===== src/rtl/vga_pkg.sv =====
`default_nettype none
// ============================================================================
// Module   : vga_pkg
// Purpose  : Shared state encoding, RGB byte-order codes and default timing.
// Revision : 1.0 - initial release
// ============================================================================
package vga_pkg;

   typedef enum logic [1:0] {
      ST_FILL  = 2'd0,
      ST_VSYNC = 2'd1,
      ST_RUN   = 2'd2
   } state_t;

   localparam int c_RGB_ORDER_R_LOW  = 0;
   localparam int c_RGB_ORDER_R_HIGH = 1;

   localparam int c_HDISP  = 800;
   localparam int c_VDISP  = 480;
   localparam int c_HFP    = 40;
   localparam int c_HPULSE = 48;
   localparam int c_HBP    = 40;
   localparam int c_VFP    = 13;
   localparam int c_VPULSE = 3;
   localparam int c_VBP    = 29;
   localparam int c_PIX_W  = 32;

endpackage
`default_nettype wire


===== src/rtl/vga_stream_if.sv =====
`default_nettype none
// ============================================================================
// Module   : vga_stream_if
// Purpose  : FWFT pixel FIFO read port plus the FIFO-full flag.
// Revision : 1.0 - initial release
// ============================================================================
interface vga_stream_if
   import vga_pkg::*;
#(
   parameter int PIX_W = c_PIX_W
) ();

   logic [PIX_W-1:0] pix_data;
   logic             pix_valid;
   logic             pix_ready;
   logic             fifo_full;

   modport master (
      output pix_data,
      output pix_valid,
      output fifo_full,
      input  pix_ready
   );

   modport slave (
      input  pix_data,
      input  pix_valid,
      input  fifo_full,
      output pix_ready
   );

endinterface
`default_nettype wire


===== src/rtl/vga_timing.sv =====
`default_nettype none
// ============================================================================
// Module   : vga_timing
// Purpose  : Raster counters, active flag and registered HS/VS/BLANK.
// Revision : 1.0 - initial release
// ============================================================================
module vga_timing
   import vga_pkg::*;
#(
   parameter int HDISP  = c_HDISP,
   parameter int VDISP  = c_VDISP,
   parameter int HFP    = c_HFP,
   parameter int HPULSE = c_HPULSE,
   parameter int HBP    = c_HBP,
   parameter int VFP    = c_VFP,
   parameter int VPULSE = c_VPULSE,
   parameter int VBP    = c_VBP,
   parameter bit HS_POL = 1'b0,
   parameter bit VS_POL = 1'b0
) (
   input  wire logic pixel_clk,
   input  wire logic pixel_rst,
   output logic      active,
   output logic      frame_first,
   output logic      frame_last,
   output logic      vid_hs,
   output logic      vid_vs,
   output logic      vid_blank
);

   localparam int XLEN = HDISP + HFP + HPULSE + HBP;
   localparam int YLEN = VDISP + VFP + VPULSE + VBP;
   localparam int XW   = $clog2(XLEN);
   localparam int YW   = $clog2(YLEN);

   localparam logic [XW-1:0] c_X_LAST = XW'(XLEN - 1);
   localparam logic [YW-1:0] c_Y_LAST = YW'(YLEN - 1);

   logic [XW-1:0] r_px;
   logic [YW-1:0] r_py;
   logic          w_hs_on;
   logic          w_vs_on;

   always_ff @(posedge pixel_clk or posedge pixel_rst) begin
      if (pixel_rst) begin
         r_px <= '0;
         r_py <= '0;
      end else if (r_px == c_X_LAST) begin
         r_px <= '0;
         r_py <= (r_py == c_Y_LAST) ? '0 : r_py + 1'b1;
      end else begin
         r_px <= r_px + 1'b1;
      end
   end

   always_comb begin
      active      = (int'(r_px) < HDISP) && (int'(r_py) < VDISP);
      frame_first = (r_px == '0) && (r_py == '0);
      frame_last  = (r_px == c_X_LAST) && (r_py == c_Y_LAST);
      w_hs_on     = (int'(r_px) >= HDISP + HFP) && (int'(r_px) < HDISP + HFP + HPULSE);
      w_vs_on     = (int'(r_py) >= VDISP + VFP) && (int'(r_py) < VDISP + VFP + VPULSE);
   end

   // Outputs describe the counter position of the previous cycle
   always_ff @(posedge pixel_clk or posedge pixel_rst) begin
      if (pixel_rst) begin
         vid_hs    <= ~HS_POL;
         vid_vs    <= ~VS_POL;
         vid_blank <= 1'b0;
      end else begin
         vid_hs    <= w_hs_on ? HS_POL : ~HS_POL;
         vid_vs    <= w_vs_on ? VS_POL : ~VS_POL;
         vid_blank <= active;
      end
   end

endmodule
`default_nettype wire


===== src/rtl/vga_stream.sv =====
`default_nettype none
// ============================================================================
// Module   : vga_stream
// Purpose  : VGA output stage pulling pixels from an FWFT FIFO, frame-locked.
// Revision : 1.0 - initial release
// ============================================================================
module vga_stream
   import vga_pkg::*;
#(
   parameter int HDISP               = c_HDISP,
   parameter int VDISP               = c_VDISP,
   parameter int HFP                 = c_HFP,
   parameter int HPULSE              = c_HPULSE,
   parameter int HBP                 = c_HBP,
   parameter int VFP                 = c_VFP,
   parameter int VPULSE              = c_VPULSE,
   parameter int VBP                 = c_VBP,
   parameter bit HS_POL              = 1'b0,
   parameter bit VS_POL              = 1'b0,
   parameter int PIX_W               = c_PIX_W,
   parameter int RGB_ORDER           = c_RGB_ORDER_R_LOW,
   parameter bit RESYNC_ON_UNDERFLOW = 1'b1
) (
   input  wire logic   pixel_clk,
   input  wire logic   pixel_rst,
   vga_stream_if.slave pix,
   output logic        vid_clk,
   output logic        vid_hs,
   output logic        vid_vs,
   output logic        vid_blank,
   output logic [23:0] vid_rgb,
   output logic        frame_start,
   output logic        underflow,
   output logic [15:0] underflow_cnt,
   output logic        running
);

   logic        w_active;
   logic        w_frame_first;
   logic        w_frame_last;
   logic        r_full_meta;
   logic        r_full_s;
   state_t      r_state;
   state_t      w_state_next;
   logic        w_run;
   logic        w_pop_ok;
   logic        w_underflow;
   logic [23:0] w_rgb_mapped;

   assign vid_clk = pixel_clk;

   vga_timing #(
      .HDISP  (HDISP),
      .VDISP  (VDISP),
      .HFP    (HFP),
      .HPULSE (HPULSE),
      .HBP    (HBP),
      .VFP    (VFP),
      .VPULSE (VPULSE),
      .VBP    (VBP),
      .HS_POL (HS_POL),
      .VS_POL (VS_POL)
   ) u_timing (
      .pixel_clk   (pixel_clk),
      .pixel_rst   (pixel_rst),
      .active      (w_active),
      .frame_first (w_frame_first),
      .frame_last  (w_frame_last),
      .vid_hs      (vid_hs),
      .vid_vs      (vid_vs),
      .vid_blank   (vid_blank)
   );

   // fifo_full comes from the write clock domain
   always_ff @(posedge pixel_clk or posedge pixel_rst) begin
      if (pixel_rst) begin
         r_full_meta <= 1'b0;
         r_full_s    <= 1'b0;
      end else begin
         r_full_meta <= pix.fifo_full;
         r_full_s    <= r_full_meta;
      end
   end

   if (RGB_ORDER == c_RGB_ORDER_R_HIGH) begin : g_order_r_high
      assign w_rgb_mapped = pix.pix_data[23:0];
   end else begin : g_order_r_low
      assign w_rgb_mapped = {pix.pix_data[7:0], pix.pix_data[15:8], pix.pix_data[23:16]};
   end

   if (PIX_W > 24) begin : g_hi_bits
      logic w_unused_hi;
      assign w_unused_hi = ^pix.pix_data[PIX_W-1:24];
   end

   always_ff @(posedge pixel_clk or posedge pixel_rst) begin
      if (pixel_rst) begin
         r_state <= ST_FILL;
      end else begin
         r_state <= w_state_next;
      end
   end

   always_comb begin
      w_state_next = r_state;
      unique case (r_state)
         ST_FILL:  if (r_full_s)     w_state_next = ST_VSYNC;
         ST_VSYNC: if (w_frame_last) w_state_next = ST_RUN;
         ST_RUN:   if (w_underflow && RESYNC_ON_UNDERFLOW) w_state_next = ST_FILL;
         default:  w_state_next = ST_FILL;
      endcase
   end

   always_comb begin
      w_run         = (r_state == ST_RUN);
      running       = w_run;
      pix.pix_ready = w_run && w_active;
      w_pop_ok      = w_run && w_active && pix.pix_valid;
      w_underflow   = w_run && w_active && !pix.pix_valid;
   end

   // Pixel path registers line up with vid_blank from the timing block
   always_ff @(posedge pixel_clk or posedge pixel_rst) begin
      if (pixel_rst) begin
         vid_rgb       <= '0;
         frame_start   <= 1'b0;
         underflow     <= 1'b0;
         underflow_cnt <= '0;
      end else begin
         vid_rgb     <= w_pop_ok ? w_rgb_mapped : 24'h0;
         frame_start <= w_run && w_frame_first;
         underflow   <= w_underflow;
         if (w_underflow && (underflow_cnt != 16'hFFFF)) begin
            underflow_cnt <= underflow_cnt + 16'd1;
         end
      end
   end

endmodule
`default_nettype wire

===== src/flat_wrapper.sv =====
// flat-port wrapper written by rule: the top's interface ports become plain ports
module vga_stream_flat import vga_pkg::*;
#(
   parameter int HDISP               = c_HDISP,
   parameter int VDISP               = c_VDISP,
   parameter int HFP                 = c_HFP,
   parameter int HPULSE              = c_HPULSE,
   parameter int HBP                 = c_HBP,
   parameter int VFP                 = c_VFP,
   parameter int VPULSE              = c_VPULSE,
   parameter int VBP                 = c_VBP,
   parameter bit HS_POL              = 1'b0,
   parameter bit VS_POL              = 1'b0,
   parameter int PIX_W               = c_PIX_W,
   parameter int RGB_ORDER           = c_RGB_ORDER_R_LOW,
   parameter bit RESYNC_ON_UNDERFLOW = 1'b1
)
  (pixel_clk, pixel_rst, vid_clk, vid_hs, vid_vs, vid_blank, vid_rgb, frame_start, underflow, underflow_cnt, running, pix_pix_data, pix_pix_valid, pix_fifo_full, pix_pix_ready);
  vga_stream_if #(.PIX_W(PIX_W)) pix_i ();
  input  wire logic pixel_clk;
  input  wire logic pixel_rst;
  output logic vid_clk;
  output logic vid_hs;
  output logic vid_vs;
  output logic vid_blank;
  output logic [23:0] vid_rgb;
  output logic frame_start;
  output logic underflow;
  output logic [15:0] underflow_cnt;
  output logic running;
  input wire logic [$bits(pix_i.pix_data)-1:0] pix_pix_data;
  input wire logic [$bits(pix_i.pix_valid)-1:0] pix_pix_valid;
  input wire logic [$bits(pix_i.fifo_full)-1:0] pix_fifo_full;
  output wire logic [$bits(pix_i.pix_ready)-1:0] pix_pix_ready;
  assign pix_i.pix_data = pix_pix_data;
  assign pix_i.pix_valid = pix_pix_valid;
  assign pix_i.fifo_full = pix_fifo_full;
  assign pix_pix_ready = pix_i.pix_ready;
  vga_stream #(.HDISP(HDISP), .VDISP(VDISP), .HFP(HFP), .HPULSE(HPULSE), .HBP(HBP), .VFP(VFP), .VPULSE(VPULSE), .VBP(VBP), .HS_POL(HS_POL), .VS_POL(VS_POL), .PIX_W(PIX_W), .RGB_ORDER(RGB_ORDER), .RESYNC_ON_UNDERFLOW(RESYNC_ON_UNDERFLOW)) u_core (.pixel_clk(pixel_clk), .pixel_rst(pixel_rst), .pix(pix_i), .vid_clk(vid_clk), .vid_hs(vid_hs), .vid_vs(vid_vs), .vid_blank(vid_blank), .vid_rgb(vid_rgb), .frame_start(frame_start), .underflow(underflow), .underflow_cnt(underflow_cnt), .running(running));
endmodule

===== config.mk =====
export PLATFORM = sky130hd
export DESIGN_NAME = vga_stream_flat
export DESIGN_NICKNAME = d
export VERILOG_FILES = /design/src/rtl/vga_pkg.sv /design/src/rtl/vga_stream_if.sv /design/src/rtl/vga_timing.sv /design/src/rtl/vga_stream.sv /design/src/flat_wrapper.sv
export SDC_FILE = /design/constraint.sdc
export NUM_CORES = 1
export LEC_CHECK = 0
export ABC_AREA = 1
export CAP_MARGIN = 15
export CORE_MARGIN = 3
export CORE_UTILIZATION = 51
export CTS_CLUSTER_SIZE = 24
export DETAILED_ROUTE_END_ITERATION = 8
export HOLD_SLACK_MARGIN = 0.08
export PLACE_DENSITY = 0.9
export SYNTH_ARGS = -nofsm -noshare
export SYNTH_HDL_FRONTEND = slang
export SYNTH_SLANG_ARGS = --single-unit

===== constraint.sdc =====
create_clock -name pixel_clk -period 2.7 [get_ports pixel_clk]
set_input_delay 0.675 -clock pixel_clk [delete_from_list [all_inputs] [get_ports pixel_clk]]
set_output_delay 0.675 -clock pixel_clk [all_outputs]
set_load 0.1 [all_outputs]

Word level (Yosys, flattened, before mapping)
Index checks and enable logic that the tools add are counted.
- output and inout bits: 48
- word-level logic and storage cells: 53
- input port bits: 36
- latch bits: 0
- ROM bits: 0
- RAM bits: 0
- memories kept: 0
- register bits after elaboration: 69
- $lt $le $gt $ge: 6
- reduce and logical (&&, ||, !) cells: 15
- shifts and indexed selects: 0
- $mul: 0
- multiplexer cells: 9
- div/mod/pow operators: 0
- bitwise operators: 0
- equal/unequal tests: 8
- add/subtract/negate cells: 3
- operator list (kind ; number):
    $mux 24 ; 1
    $add 10x1->10 const B ; 2
    $eq 10x10->1 const B ; 2
    $logic_not 10->1 ; 2
    $lt 10x10->1 const B ; 2
    $lt 10x9->1 const B ; 2
    $mux 10 ; 2
    $add 16x1->16 const B ; 1
    $ne 16x16->1 const B ; 1
    $ge 10x10->1 const B ; 1
    $ge 10x9->1 const B ; 1
    $logic_and 1x1->1 ; 10
    $mux 2 ; 3
    $pmux 2 s3 ; 1
    $ne 2x2->1 const B ; 2
    $reduce_and 3->1 ; 1
    $eq 2x1->1 const B ; 1
    $eq 2x2->1 const B ; 1
    $logic_not 2->1 ; 1
    $mux 1 ; 2
    $ne 2x1->1 const B ; 1
    $logic_not 1->1 ; 1

Logic depth before layout (Yosys ltp)
Gate-level depths: netlist (run 1).
- word-level depth: 6
- gate-level depth with buffers: 9
- depth with buffers taken out: 8

Modules after synthesis
A second synthesis (run 1) with hierarchy kept.
- cell total of the unflattened synthesis: 406
- area total of the unflattened synthesis: 3393.3 sq um
- modules (own cells, without submodules) (module ; instances ; cells an instance ; area each (sq um) ; sequential area each (sq um)):
    vga_stream ; 1 ; 240 ; 2044.5 ; 1151.1
    vga_timing ; 1 ; 166 ; 1348.8 ; 578.1

==> flow_summary.rst, run 1 <==
.. list-table::
   :header-rows: 1

   * - Metric
     - Value
   * - Total Power
     - 2.32 mW
   * - Worst Setup Slack, final
     - 165 ps
   * - Placeable Area
     - 6940 um2
   * - Top-Level Pins
     - 84
   * - Post-route design area
     - 4710 um2
   * - Horizontal die dimension
     - 91.3 um
   * - Worst Path Required
     - 2030 ps
   * - Worst-path fanout max
     - 2
   * - Number of standard cells in the layout, taps in and fillers out
     - 599
   * - Antenna diode count
     - 0
   * - RSZ-0062 raised after global routing
     - no
   * - Final-report setup violation count
     - 0
   * - Cell type of the slowest stage on the worst timing path
     - sky130_fd_sc_hd__buf_2
   * - Worst clock skew on the final layout
     - 7.18 ps
   * - Area added between synthesis and finish
     - 26.8%
   * - Filler instances
     - 547
   * - Gate count after technology mapping
     - 410
   * - Power density of the placed cells
     - 493 nW/um2
   * - Post-synthesis average cell area
     - 9.06 um2
   * - Arrival time of the worst setup path
     - 1860 ps
   * - Number of vias after detailed routing
     - 2921
   * - WL per Instance
     - 12.9 um
   * - Cell taking the most area after synthesis
     - sky130_fd_sc_hd__dfrtp_1
   * - Syn. warnings
     - 0
   * - Kind of critical path
     - clk2out
   * - Overflow left after global routing
     - 0
   * - Crit path cell chain
     - clkbuf_8, clkbuf_8, buf_2
   * - Most frequent CP cell
     - sky130_fd_sc_hd__clkbuf_8
   * - Worst slack, placed
     - -265 ps
   * - Worst-Skew Late Latency
     - 450 ps
   * - Max-capacitance violation count
     - 0
   * - CTS Hold Bufs
     - 0
   * - Number of instances in the placed design
     - 580
   * - Effective utilization at floorplan
     - 53.5%
   * - Largest cells by area after synthesis
     - sky130_fd_sc_hd__dfrtp_1, sky130_fd_sc_hd__nand2_1, sky130_fd_sc_hd__nor2_4, sky130_fd_sc_hd__inv_1, sky130_fd_sc_hd__xor2_1
   * - Wire length reported by the detailed router
     - 7720 um
   * - Iteration-0 DRC Markers
     - 89
   * - Total negative slack
     - 0 ps
   * - Result of the run
     - finished clean
   * - Final ANT Viol Nets
     - 0
   * - Number of antenna violations at the first check in global routing
     - 0
   * - Post-Syn Nets
     - 453
   * - Full die area
     - 8340 um2
   * - Row count
     - 30
   * - First drt pass iteration count
     - 4
   * - Maximum number of pins on one net before global-route repair
     - 23
   * - Vias in the first global route
     - 2957
   * - Post-detailed-route DRC marker count
     - 0
   * - Utilization after layout
     - 67.8%
   * - Share of synthesized area occupied by flip-flops and latches
     - 46.6%
   * - Placed cell area
     - 4450 um2
   * - Detailed placement HPWL
     - 5810 um
   * - Capturing element type of the critical path
     - output port
   * - Via density per instance
     - 4.88
   * - Worst slew margin relative to its limit
     - 67.5%
   * - Type of the tightest min-delay check
     - reg2reg
   * - Clock Pin Slew Worst Setup and Hold Paths
     - 70 ps
   * - Count of final hold-check violations
     - 0
   * - Height of the die
     - 91.3 um
   * - Worst Tran Pin Value
     - 491 ps
   * - Number of nets in the final layout
     - 541
   * - Overall track demand over capacity in global routing
     - 20.8%
   * - Distinct cells, synth
     - 31
   * - Lkg Pwr
     - 2.53 nW
   * - Proportion of netlist area held by the largest area contributor
     - 45.1%
   * - CTS tree
     - built
   * - Worst supply voltage drop on vdd
     - 0.000464 V
   * - Largest stage delay on the critical path
     - 280 ps
   * - Worst-case hold slack
     - 356 ps
   * - Final estimated routing congestion in global placement
     - 0.836
   * - Number of register bits inferred by synthesis
     - 69
   * - Critical path launch point type
     - clock port
   * - Cell area after synthesis
     - 3710 um2
   * - Slew Limit Fails
     - 0
   * - Register area
     - 1730 um2
   * - Layout cells sized above 1
     - 25.2%
   * - Global-route wire length before repair
     - 13500 um
   * - Number of buffer cells added on primary ports
     - 75
   * - Multi-input gate area in the final layout
     - 1630 um2
-- layout make-up --
class | count | share of cell area [%]
sequential | 69 | 36.7
multi-input combinational | 263 | 34.6
timing repair buffer | 80 | 14.7
inverter | 71 | 5.66
clock buffer | 14 | 3.91
tap | 96 | 2.55
clock inverter | 6 | 1.83
-- cell usage in the layout (no fill, tap or decap), types with 2 or more instances in the layout --
cell type,n
sky130_fd_sc_hd__a21oi_1,3
sky130_fd_sc_hd__buf_12,2
sky130_fd_sc_hd__buf_4,51
sky130_fd_sc_hd__bufinv_16,2
sky130_fd_sc_hd__clkbuf_8,13
sky130_fd_sc_hd__clkdlybuf4s50_1,27
sky130_fd_sc_hd__clkinv_2,2
sky130_fd_sc_hd__dfrtp_1,67
sky130_fd_sc_hd__dfstp_2,2
sky130_fd_sc_hd__ha_1,7
sky130_fd_sc_hd__inv_1,68
sky130_fd_sc_hd__inv_2,3
sky130_fd_sc_hd__nand2_1,78
sky130_fd_sc_hd__nand2_2,15
sky130_fd_sc_hd__nand3_1,16
sky130_fd_sc_hd__nand3b_1,2
sky130_fd_sc_hd__nand4_1,9
sky130_fd_sc_hd__nand4_4,2
sky130_fd_sc_hd__nor2_1,43
sky130_fd_sc_hd__nor2_4,26
sky130_fd_sc_hd__nor2_8,2
sky130_fd_sc_hd__nor3_1,4
sky130_fd_sc_hd__o21ai_0,11
sky130_fd_sc_hd__o21bai_1,16
sky130_fd_sc_hd__xor2_1,20
-- repair_timing --
item | 4_1_cts | 5_1_grt
setup endpoints to repair | 1 | 0
resized for setup | 5 | 0
setup buffers | 0 | 0
-- sequential cells by signal (all words and copies together), names as in the netlist --
register,count
u_core.u_timing.vid_blank,1
u_core.vid_rgb,24
u_core.u_timing.r_px,10
u_core.u_timing.r_py,10
u_core.u_timing.vid_hs,1
u_core.r_state,2
u_core.r_full_s,1
u_core.r_full_meta,1
u_core.u_timing.vid_vs,1
u_core.underflow,1
u_core.underflow_cnt,16
u_core.frame_start,1
-- cells by family after synthesis --
logic type	Yosys count	synth area share (%)
AND/OR/NAND/NOR	203	31.2
buffers and inverters	78	9.54
flip-flops	69	46.6
AO/OA/AOI/OAI	33	5.63
XOR/XNOR	20	4.72
adder cells (fa/ha/maj)	7	2.36
-- worst max-delay path, delay by kind of cell --
family	cells	cell delay, ps
buffers and inverters	3	510
-- per-layer routing --
layer	wire, um	GRT usage, %
met4	135	9.05
met3	629	8.53
met1	3040	23.6
met2	3910	34.3
met5	0	0
-- synthesized netlist by cell type (all sizes together) --
cell type	count
nand2	94
nor2	72
inv	71
dfrtp	67
xor2	20
nand3	17
o21bai	16
o21ai	12
nand4	11
buf	7
ha	7
nor3	5
a21oi	3
dfstp	2
nand3b	2
a31oi	1
nand2b	1
nor4	1
o21a	1
-- where the power goes --
part           switching, mW  internal (mW)  leakage, nW
clock network          0.538          0.647        0.138
logic                 0.0464         0.0467         1.54
registers            0.00722           1.04        0.845
total                  0.591           1.73         2.53
-- path summary, 6_finish.rpt --
path / to / startpoint / slack, ps / depth (start not counted)
max in group asynchronous: u_core.u_timing.vid_hs / pixel_rst / 1580 / 3
max reg2reg: u_core.vid_rgb[16] / u_core.u_timing.r_py[7] / 840 / 8
min: u_core.r_full_s / u_core.r_full_meta / 360 / 0
max: vid_clk / pixel_clk / 170 / 3
min reg2reg: u_core.r_full_s / u_core.r_full_meta / 360 / 0
min in group asynchronous: u_core.underflow_cnt[12] / pixel_rst / 530 / 2
No activity file was read; power rests on OpenSTA's default activity.
==> run 2: changes to the inputs <==
--- a/config.mk
+++ b/config.mk
@@ -6,7 +6,7 @@
 export NUM_CORES = 1
 export LEC_CHECK = 0
 export ABC_AREA = 1
-export CAP_MARGIN = 15
+export CAP_MARGIN = 25
 export CORE_MARGIN = 3
 export CORE_UTILIZATION = 51
 export CTS_CLUSTER_SIZE = 24
==> results of run 2 <==
Final layout, timing and power as in run 1 (identical DEF).
